[src/rtl/median_frame_ctrl.sv]
// Frame sequencer for the 3x3 median filter: streams a WIDTH x HEIGHT frame from source memory into
// the filter, writes the filter output to destination memory and guards DRAIN with a watchdog.
// Optional build macro MFC_BUBBLE_EN inserts a read gap every BUBBLE_PERIOD-th FEED cycle.
`timescale 1ns/1ps
module median_frame_ctrl #(
  parameter int WIDTH         = 430,
  parameter int HEIGHT        = 554,
  parameter int ADDR_W        = 18,
  parameter int DRAIN_TIMEOUT = 4096,
  parameter int BUBBLE_PERIOD = 7
) (
  input  logic              clk,
  input  logic              rst_n,
  input  logic              start,
  output logic              busy,
  output logic              done,
  output logic              err_timeout,
  output logic              err_extra,
  output logic              src_rd_en,
  output logic [ADDR_W-1:0] src_addr,
  input  logic [7:0]        src_rdata,
  output logic              flt_in_valid,
  output logic [7:0]        flt_pixel_in,
  input  logic              flt_out_valid,
  input  logic [7:0]        flt_pixel_out,
  output logic              dst_we,
  output logic [ADDR_W-1:0] dst_addr,
  output logic [7:0]        dst_wdata,
  output logic [ADDR_W-1:0] out_count
);

  localparam int unsigned N     = WIDTH * HEIGHT;
  // One spare bit so a full frame count is representable even when N == 2**ADDR_W.
  localparam int          CNT_W = ADDR_W + 1;
  localparam int          WD_W  = $clog2(DRAIN_TIMEOUT + 1);

  localparam logic [CNT_W-1:0]  N_CNT     = CNT_W'(N);
  localparam logic [ADDR_W-1:0] LAST_ADDR = ADDR_W'(N - 1);
  localparam logic [WD_W-1:0]   WD_LAST   = WD_W'(DRAIN_TIMEOUT - 1);

  typedef enum logic [1:0] {IDLE, FEED, DRAIN, FIN} state_t;

  state_t            state;
  logic [CNT_W-1:0]  rd_ptr;
  logic [CNT_W-1:0]  out_cnt;
  logic [WD_W-1:0]   wdog;
  logic              gap_next;
  logic              capture;

`ifdef MFC_BUBBLE_EN
  localparam int               GAP_W    = (BUBBLE_PERIOD > 1) ? $clog2(BUBBLE_PERIOD) : 1;
  localparam logic [GAP_W-1:0] GAP_LAST = GAP_W'(BUBBLE_PERIOD - 1);

  logic [GAP_W-1:0] gap_cnt;
  logic [GAP_W-1:0] gap_cnt_next;

  // NOTE: every always_comb output gets a default before any branch, so no latch can be inferred.
  always_comb begin
    gap_cnt_next = (gap_cnt == GAP_LAST) ? '0 : gap_cnt + 1'b1;
    gap_next     = (gap_cnt_next == GAP_LAST);
  end

  // Cycle counter of the feed phase; phase 0 is the first read after start.
  always_ff @(posedge clk or negedge rst_n) begin
    if (!rst_n) begin
      gap_cnt <= '0;
    end else if (state == IDLE && start) begin
      gap_cnt <= '0;
    end else if (state == FEED) begin
      gap_cnt <= gap_cnt_next;
    end
  end
`else
  assign gap_next = 1'b0;
`endif

  assign capture   = flt_out_valid && (state == FEED || state == DRAIN);
  assign out_count = out_cnt[ADDR_W-1:0];

  // The source memory's own output register supplies the one-cycle delay, so the pixel is
  // paired with the registered read strobe here and forced to zero outside valid beats.
  assign flt_pixel_in = flt_in_valid ? src_rdata : 8'h00;

  // NOTE: sequential state uses non-blocking assignments only, so every flop samples pre-edge values.
  always_ff @(posedge clk or negedge rst_n) begin
    if (!rst_n) begin
      state        <= IDLE;
      busy         <= 1'b0;
      done         <= 1'b0;
      err_timeout  <= 1'b0;
      err_extra    <= 1'b0;
      src_rd_en    <= 1'b0;
      src_addr     <= '0;
      rd_ptr       <= '0;
      flt_in_valid <= 1'b0;
      dst_we       <= 1'b0;
      dst_addr     <= '0;
      dst_wdata    <= 8'h00;
      out_cnt      <= '0;
      wdog         <= '0;
    end else begin
      done         <= 1'b0;
      dst_we       <= 1'b0;
      flt_in_valid <= src_rd_en;

      unique case (state)
        IDLE: begin
          if (start) begin
            state       <= FEED;
            busy        <= 1'b1;
            err_timeout <= 1'b0;
            err_extra   <= 1'b0;
            out_cnt     <= '0;
            wdog        <= '0;
            src_rd_en   <= 1'b1;
            src_addr    <= '0;
            rd_ptr      <= CNT_W'(1);
          end
        end

        FEED: begin
          if (src_rd_en && src_addr == LAST_ADDR) begin
            state     <= DRAIN;
            src_rd_en <= 1'b0;
          end else if (gap_next) begin
            src_rd_en <= 1'b0;
          end else begin
            src_rd_en <= 1'b1;
            src_addr  <= rd_ptr[ADDR_W-1:0];
            rd_ptr    <= rd_ptr + 1'b1;
          end
        end

        DRAIN: begin
          // Completion is tested first so it wins over a same-cycle watchdog expiry.
          if (out_cnt == N_CNT) begin
            state <= FIN;
            busy  <= 1'b0;
            done  <= 1'b1;
          end else if (!flt_out_valid && wdog == WD_LAST) begin
            state       <= FIN;
            busy        <= 1'b0;
            done        <= 1'b1;
            err_timeout <= 1'b1;
          end else if (flt_out_valid) begin
            wdog <= '0;
          end else begin
            wdog <= wdog + 1'b1;
          end
        end

        FIN: begin
          state <= IDLE;
        end

        default: state <= IDLE;
      endcase

      if (capture) begin
        if (out_cnt != N_CNT) begin
          dst_we    <= 1'b1;
          dst_addr  <= out_cnt[ADDR_W-1:0];
          dst_wdata <= flt_pixel_out;
          out_cnt   <= out_cnt + 1'b1;
        end else begin
          err_extra <= 1'b1;
        end
      end
    end
  end

endmodule

[config.mk]
export PLATFORM = sky130hd
export DESIGN_NAME = median_frame_ctrl
export DESIGN_NICKNAME = d
export VERILOG_FILES = /design/src/rtl/median_frame_ctrl.sv
export SDC_FILE = /design/constraint.sdc
export NUM_CORES = 1
export LEC_CHECK = 0
export ABC_AREA = 1
export CAP_MARGIN = 20
export CORE_ASPECT_RATIO = 1.4
export CORE_MARGIN = 3
export CORE_UTILIZATION = 55
export DETAILED_ROUTE_END_ITERATION = 6
export PLACE_DENSITY = 0.87
export SYNTH_ARGS = -nofsm -noshare
export SYNTH_HDL_FRONTEND = slang
export SYNTH_SLANG_ARGS = --single-unit
[constraint.sdc]
create_clock -name clk -period 3.8 [get_ports clk]
set_input_delay 0.76 -clock clk [delete_from_list [all_inputs] [get_ports clk]]
set_output_delay 0.76 -clock clk [all_outputs]
set_load 0.02 [all_outputs]
==> key figures, run 1 <==
Run status
  • Status: finished, final reports clean

Critical path
  • CP top delay family: buffers and inverters
  • Crit path largest cell delay: 600 ps
  • CP Cell Sequence: clkdlybuf4s50_1, nand2_1, inv_1, clkdlybuf4s50_1
  • Startpoint types: input pin
  • WP data arrival: 1930 ps
  • Crit Path Class: in -> out
  • Worst Path Required: 3040 ps
  • Buf/Inv on CP: 3
  • CP max FO: 1
  • Setup crit end kind: output port
  • Crit-path most repeated cell: clkdlybuf4s50_1
  • Slowest stage cell, crit path: clkdlybuf4s50_1

Clocking
  • CTS Buffer Depth: 2
  • CTS root buf: clkbuf_16
  • CTS tree: done
  • CTS Buf Count: 9
  • Cts hold-fix bufs: 0
  • Clk Latency, worst-skew pair: 360 ps
  • Post-CTS Setup Bufs: 0
  • Post-CTS Resized: 0
  • Htree depth: 3
  • Clock-pin slew on the worst setup and hold paths: 70 ps
  • Clk sink count: 103

STA
  • FMAX: 0.3712 GHz
  • Slew of the pin with the lowest slew margin: 790.4 ps
  • Normalized max-slew margin: 47.31%
  • Setup violations, final: 0
  • RSZ-0062 raised after global routing: no
  • Post-route setup slack: 1106 ps
  • Setup TNS: 0 ps
  • Fin crit period: 2694 ps
  • Worst Skew: 6.022 ps
  • Slew Limit Fails: 0
  • Fin crit share: 70.90%
  • Hold Violations, Final: 0

Synth
  • Synth area leader: dfrtp_1
  • Post-Syn Area: 5848 um2
  • Async S/R FF share, synth: 100.0%
  • Syn nets: 827
  • Yosys cell types: 33
  • Top cell type's share of synthesized area: 44.07%
  • Yosys warnings: 0
  • Seq/Total Area, Yosys: 44.07%
  • Cells after Synth: 800
  • EDFF count, synth: 0
  • Largest cells by area after synthesis: dfrtp_1 (44%), nand2_1 (19%), nor2_1 (5.1%)
  • Top FF cell, synth: dfrtp_1
  • Mapped Avg Cell Area: 7.310 um2
  • Yosys reg bits: 103

Placed design
  • Post-Place Worst Slack: 927.3 ps
  • Post-DP HPWL: 10390 um
  • Gpl congestion: 0.9225
  • Area after DPL: 6723 um2
  • Buffers on Ports: 96

Run
  • Max-Cap Viols: 0

Final layout
  • Area grow syn2layout: 20.18%
  • Final layout net count: 898
  • Final instance area: 7028 um2
  • Antenna cells: 0
  • Commonest non-fill, non-tap cell in the layout: nand2_1
  • Leading cell types in the layout, fill and taps excluded: nand2_1 (291), dfrtp_1 (103), clkdlybuf4s50_1 (95), nor2_1 (80), inv_1 (70)
  • Share of layout cells above drive strength 1: 5.137%
  • Layout Utilization: 69.48%

Route
  • DRT Wirelength: 14320 um
  • Met2 wire length: 7727 um
  • DR iter-0 viols: 316
  • Vias: 5362
  • Vias per Instance: 5.304
  • DRC: 0
  • Mean routed wirelength per cell: 14.16 um
  • Antenna-violating nets left: 0
  • DR pass1 iterations: 7
  • Met3 wire length: 538 um
  • Highest routed layer: met4
  • Met1 Wirelength: 5578 um

Floorplan
  • Die width: 93.15 um
  • Chip Height: 128.0 um
  • Row cnt: 43
  • Top Ports: 97
  • Core area: 10110 um2
  • Die area: 11920 um2
  • Initial core utilization: 57.82%

Hold path
  • Hold Path Class: reg -> reg

Global route
  • Vias in the first global route: 5318
  • Pin count of the biggest net entering global routing: 65
  • GRT Util Overall: 25.62%
  • First-pass GRT wire length: 24470 um
  • Gr ovfl total: 0
  • Number of antenna violations at the first check in global routing: 0

Pwr
  • Worst vdd ir: 302.0 uV
  • Total Power: 3.815 mW
  • P per Cell Area: 542.8 nW/um2
  • P_leak: 3.108 nW
flip-flops by register name, summed over array words and instances (netlist names), 2 cells and up:
name / cells
rd_ptr: 18
dst_wdata: 8
state: 2
out_cnt: 19
wdog: 13
src_addr: 18
dst_addr: 18
layer usage:
layer,vias up,global-route usage [%]
met5,-,0
li1,2664,-
met4,0,12.08
met3,43,3.993
met2,152,47.48
met1,2503,28.24
metrics by stage:
stage / std cells / hold WS [ps]
2_1_floorplan: 800 / 464.4
3_3_place_gp: 995 / 430.1
3_5_place_dp: 995 / 425.1
5_1_grt: 1011 / 457.5
6_report: 1011 / 438.4
4_1_cts: 1011 / 450.6
cells by family (layout without fill, tap and decap cells):
logic type      count (synthesis)  count (layout)  share of synthesized area, %
compound gates                 80              80                         7.510
xor+xnor                       19              19                         2.846
fa+ha+maj                       7               7                         1.498
buf+inv                       116             192                         9.841
flops                         103             103                         44.07
simple gates                  475             475                         34.23
cells in the mapped netlist, types with 2 or more instances:
cell type,count
ha_1,7
xor2_1,14
clkbuf_1,8
nor2_4,2
nand3_1,56
buf_2,6
nor3_1,6
nand4_1,22
xnor2_1,5
buf_4,21
o31ai_1,5
inv_2,3
nor2_1,80
nand3_2,5
a21oi_1,4
nand2_2,2
nand2_1,291
or2_2,2
o21ai_1,2
nor2_2,6
buf_8,2
dfrtp_1,103
o21bai_1,8
o21ai_0,59
buf_6,4
inv_1,70
power by group:
group / internal [mW] / switching, mW
clock network: 0.519 / 0.439
registers: 1.25 / 0.154
logic: 0.497 / 0.955
total: 2.27 / 1.55
final timing paths:
| check | start | to | slack [ps] | cells after the start |
|---|---|---|---|---|
| max | src_rdata[2] | flt_pixel_in[2] | 1110 | 4 |
| min | src_rd_en$_DFFE_PN0P_ | flt_in_valid$_DFF_PN0_ | 440 | 0 |
| max reg2reg | state[1]$_DFFE_PN0P_ | rd_ptr[2]$_DFFE_PN0P_ | 1370 | 8 |
| min reg2reg | src_rd_en$_DFFE_PN0P_ | flt_in_valid$_DFF_PN0_ | 440 | 0 |
| max in group asynchronous | rst_n | rd_ptr[3]$_DFFE_PN0P_ | 2540 | 2 |
| min in group asynchronous | rst_n | out_cnt[8]$_DFF_PN0_ | 490 | 1 |
final cells by class:
class,instances,area [um2]
sequential,103,2577
multi-input combinational,581,2695
clock inverter,7,80.08
clock buffer,9,225.2
fill,854,3087
tap,135,168.9
inverter,74,277.8
timing repair buffer,102,1003
Power figures use the tool's default switching activity.
==> run 2, diff against run 1 <==
--- a/config.mk
+++ b/config.mk
@@ -9,9 +9,9 @@
 export CAP_MARGIN = 20
 export CORE_ASPECT_RATIO = 1.4
 export CORE_MARGIN = 3
-export CORE_UTILIZATION = 55
+export CORE_UTILIZATION = 54
 export DETAILED_ROUTE_END_ITERATION = 6
-export PLACE_DENSITY = 0.87
+export PLACE_DENSITY = 0.86
 export SYNTH_ARGS = -nofsm -noshare
 export SYNTH_HDL_FRONTEND = slang
 export SYNTH_SLANG_ARGS = --single-unit
==> constraint.sdc (replaced) <==
create_clock -name clk -period 2.5 [get_ports clk]
set_input_delay 0.5 -clock clk [delete_from_list [all_inputs] [get_ports clk]]
set_output_delay 0.5 -clock clk [all_outputs]
set_load 0.02 [all_outputs]
==> key figures, run 2 (synthesis results as in run 1) <==
Final layout
  • Layout Utilization: 67.52%
  • Leading cell types in the layout, fill and taps excluded: nand2_1 (291), dfrtp_1 (103), clkdlybuf4s50_1 (95), nor2_1 (80), inv_1 (70)
  • Area grow syn2layout: 20.77%
  • Final layout net count: 903
  • Share of layout cells above drive strength 1: 5.675%
  • Commonest non-fill, non-tap cell in the layout: nand2_1
  • Max reg flops: 19
  • Largest Register: out_cnt
  • Antenna cells: 0

Route
  • DRT Wirelength: 14260 um
  • Antenna-violating nets left: 0
  • Vias: 5435
  • DRC: 0
  • DR pass1 iterations: 5
  • Mean routed wirelength per cell: 14.00 um
  • Vias per Instance: 5.334
  • DR iter-0 viols: 334

Floorplan
  • Top Ports: 97
  • Die width: 93.95 um
  • Initial core utilization: 55.91%
  • Row cnt: 44
  • Die area: 12130 um2
  • Chip Height: 129.1 um
  • Core area: 10460 um2

Placed design
  • Gpl congestion: 0.9387
  • Post-Place Worst Slack: 327.0 ps
  • Buffers on Ports: 96
  • Post-DP HPWL: 10380 um

Clocking
  • CTS tree: done
  • Htree depth: 3
  • Post-CTS Resized: 0
  • Clk sink count: 103
  • Cts hold-fix bufs: 0
  • Post-CTS Setup Bufs: 0
  • Clk Latency, worst-skew pair: 350 ps
  • CTS root buf: clkbuf_16
  • CTS Buffer Depth: 2
  • CTS Buf Count: 9
  • Clock-pin slew on the worst setup and hold paths: 70 ps

Global route
  • Gr ovfl total: 0
  • GRT Util Overall: 24.64%
  • Number of antenna violations at the first check in global routing: 0
  • First-pass GRT wire length: 24120 um
  • Vias in the first global route: 5170
  • Pin count of the biggest net entering global routing: 45

STA
  • Fin crit share: 86.68%
  • RSZ-0062 raised after global routing: no
  • Normalized max-slew margin: 61.85%
  • Fin crit period: 2167 ps
  • Setup violations, final: 0
  • Slew of the pin with the lowest slew margin: 572.3 ps
  • Setup TNS: 0 ps
  • FMAX: 0.4615 GHz
  • Slew Limit Fails: 0
  • Hold Violations, Final: 0
  • Worst Skew: 8.048 ps
  • Post-route setup slack: 333.0 ps

Critical path
  • Crit Path Class: in -> out
  • WP data arrival: 1670 ps
  • Setup crit end kind: output port
  • CP max FO: 1
  • Startpoint types: input pin
  • Worst Path Required: 2000 ps

Pwr
  • P_leak: 3.124 nW
  • Worst vdd ir: 427.3 uV
  • Total Power: 5.810 mW
  • Comb pwr share: 39.7%
  • Sequential Power Share: 36.8%
  • NetSw: 2.404 mW
  • P per Cell Area: 822.6 nW/um2
  • Internal: 3.406 mW
  • Sw Ratio: 41.38%
  • Clock share of power: 23.4%

Run
  • Max-Cap Viols: 0

Run status
  • Status: finished, final reports clean

Hold path
  • Hold Path Class: in -> async
[run 2: layout make-up]
| class | count | area [um2] |
|---|---|---|
| fill | 883 | 3397 |
| multi-input combinational | 581 | 2695 |
| sequential | 103 | 2577 |
| timing repair buffer | 107 | 1054 |
| inverter | 74 | 277.8 |
| clock buffer | 9 | 225.2 |
| tap | 138 | 172.7 |
| clock inverter | 7 | 61.31 |
[run 2: critical path: stages]
cell and delay, ps:
clkdlybuf4s50_1 450, nand2_1 50, inv_1 60, clkdlybuf4s50_1 610
[run 2: stage by stage]
stage	std cells	hold slack, ps	area, um2
detailed placement	1003	437.2	6777
CTS	1019	160.8	7063
finish	1019	144.0	7063
floorplan	800	204.4	5848
global placement	1003	438.1	6777
global route	1019	184.4	7063
[run 2: worst paths after layout]
check	startpoint	endpoint	slack, ps	depth (start not counted)
max reg2reg	out_cnt[0]$_DFF_PN0_	out_cnt[7]$_DFF_PN0_	450	9
min	rst_n	dst_wdata[5]$_DFFE_PN0P_	140	1
max	src_rdata[2]	flt_pixel_in[2]	330	4
max in group asynchronous	rst_n	src_addr[1]$_DFFE_PN0P_	1660	2
min reg2reg	src_rd_en$_DFFE_PN0P_	flt_in_valid$_DFF_PN0_	450	0
min in group clk	src_rd_en$_DFFE_PN0P_	flt_in_valid$_DFF_PN0_	450	0
[run 2: power groups by stage]
stage               Clock (mW)  Combinational (mW)  Sequential (mW)
finish                    1.36                2.31             2.14
global route              1.45                2.55             2.17
CTS                       1.38                2.32             2.14
detailed placement           0                2.30             2.17
global placement             0                2.25             2.16
floorplan                    0                1.46             2.27
[run 2: layer usage]
layer,GRT usage [%],vias to the layer above,share of wire [%]
met3,3.891,41,4.5
met2,44.92,182,54
met5,0,-,0
li1,-,2672,-
met4,10.20,0,3.2
met1,28.47,2540,38
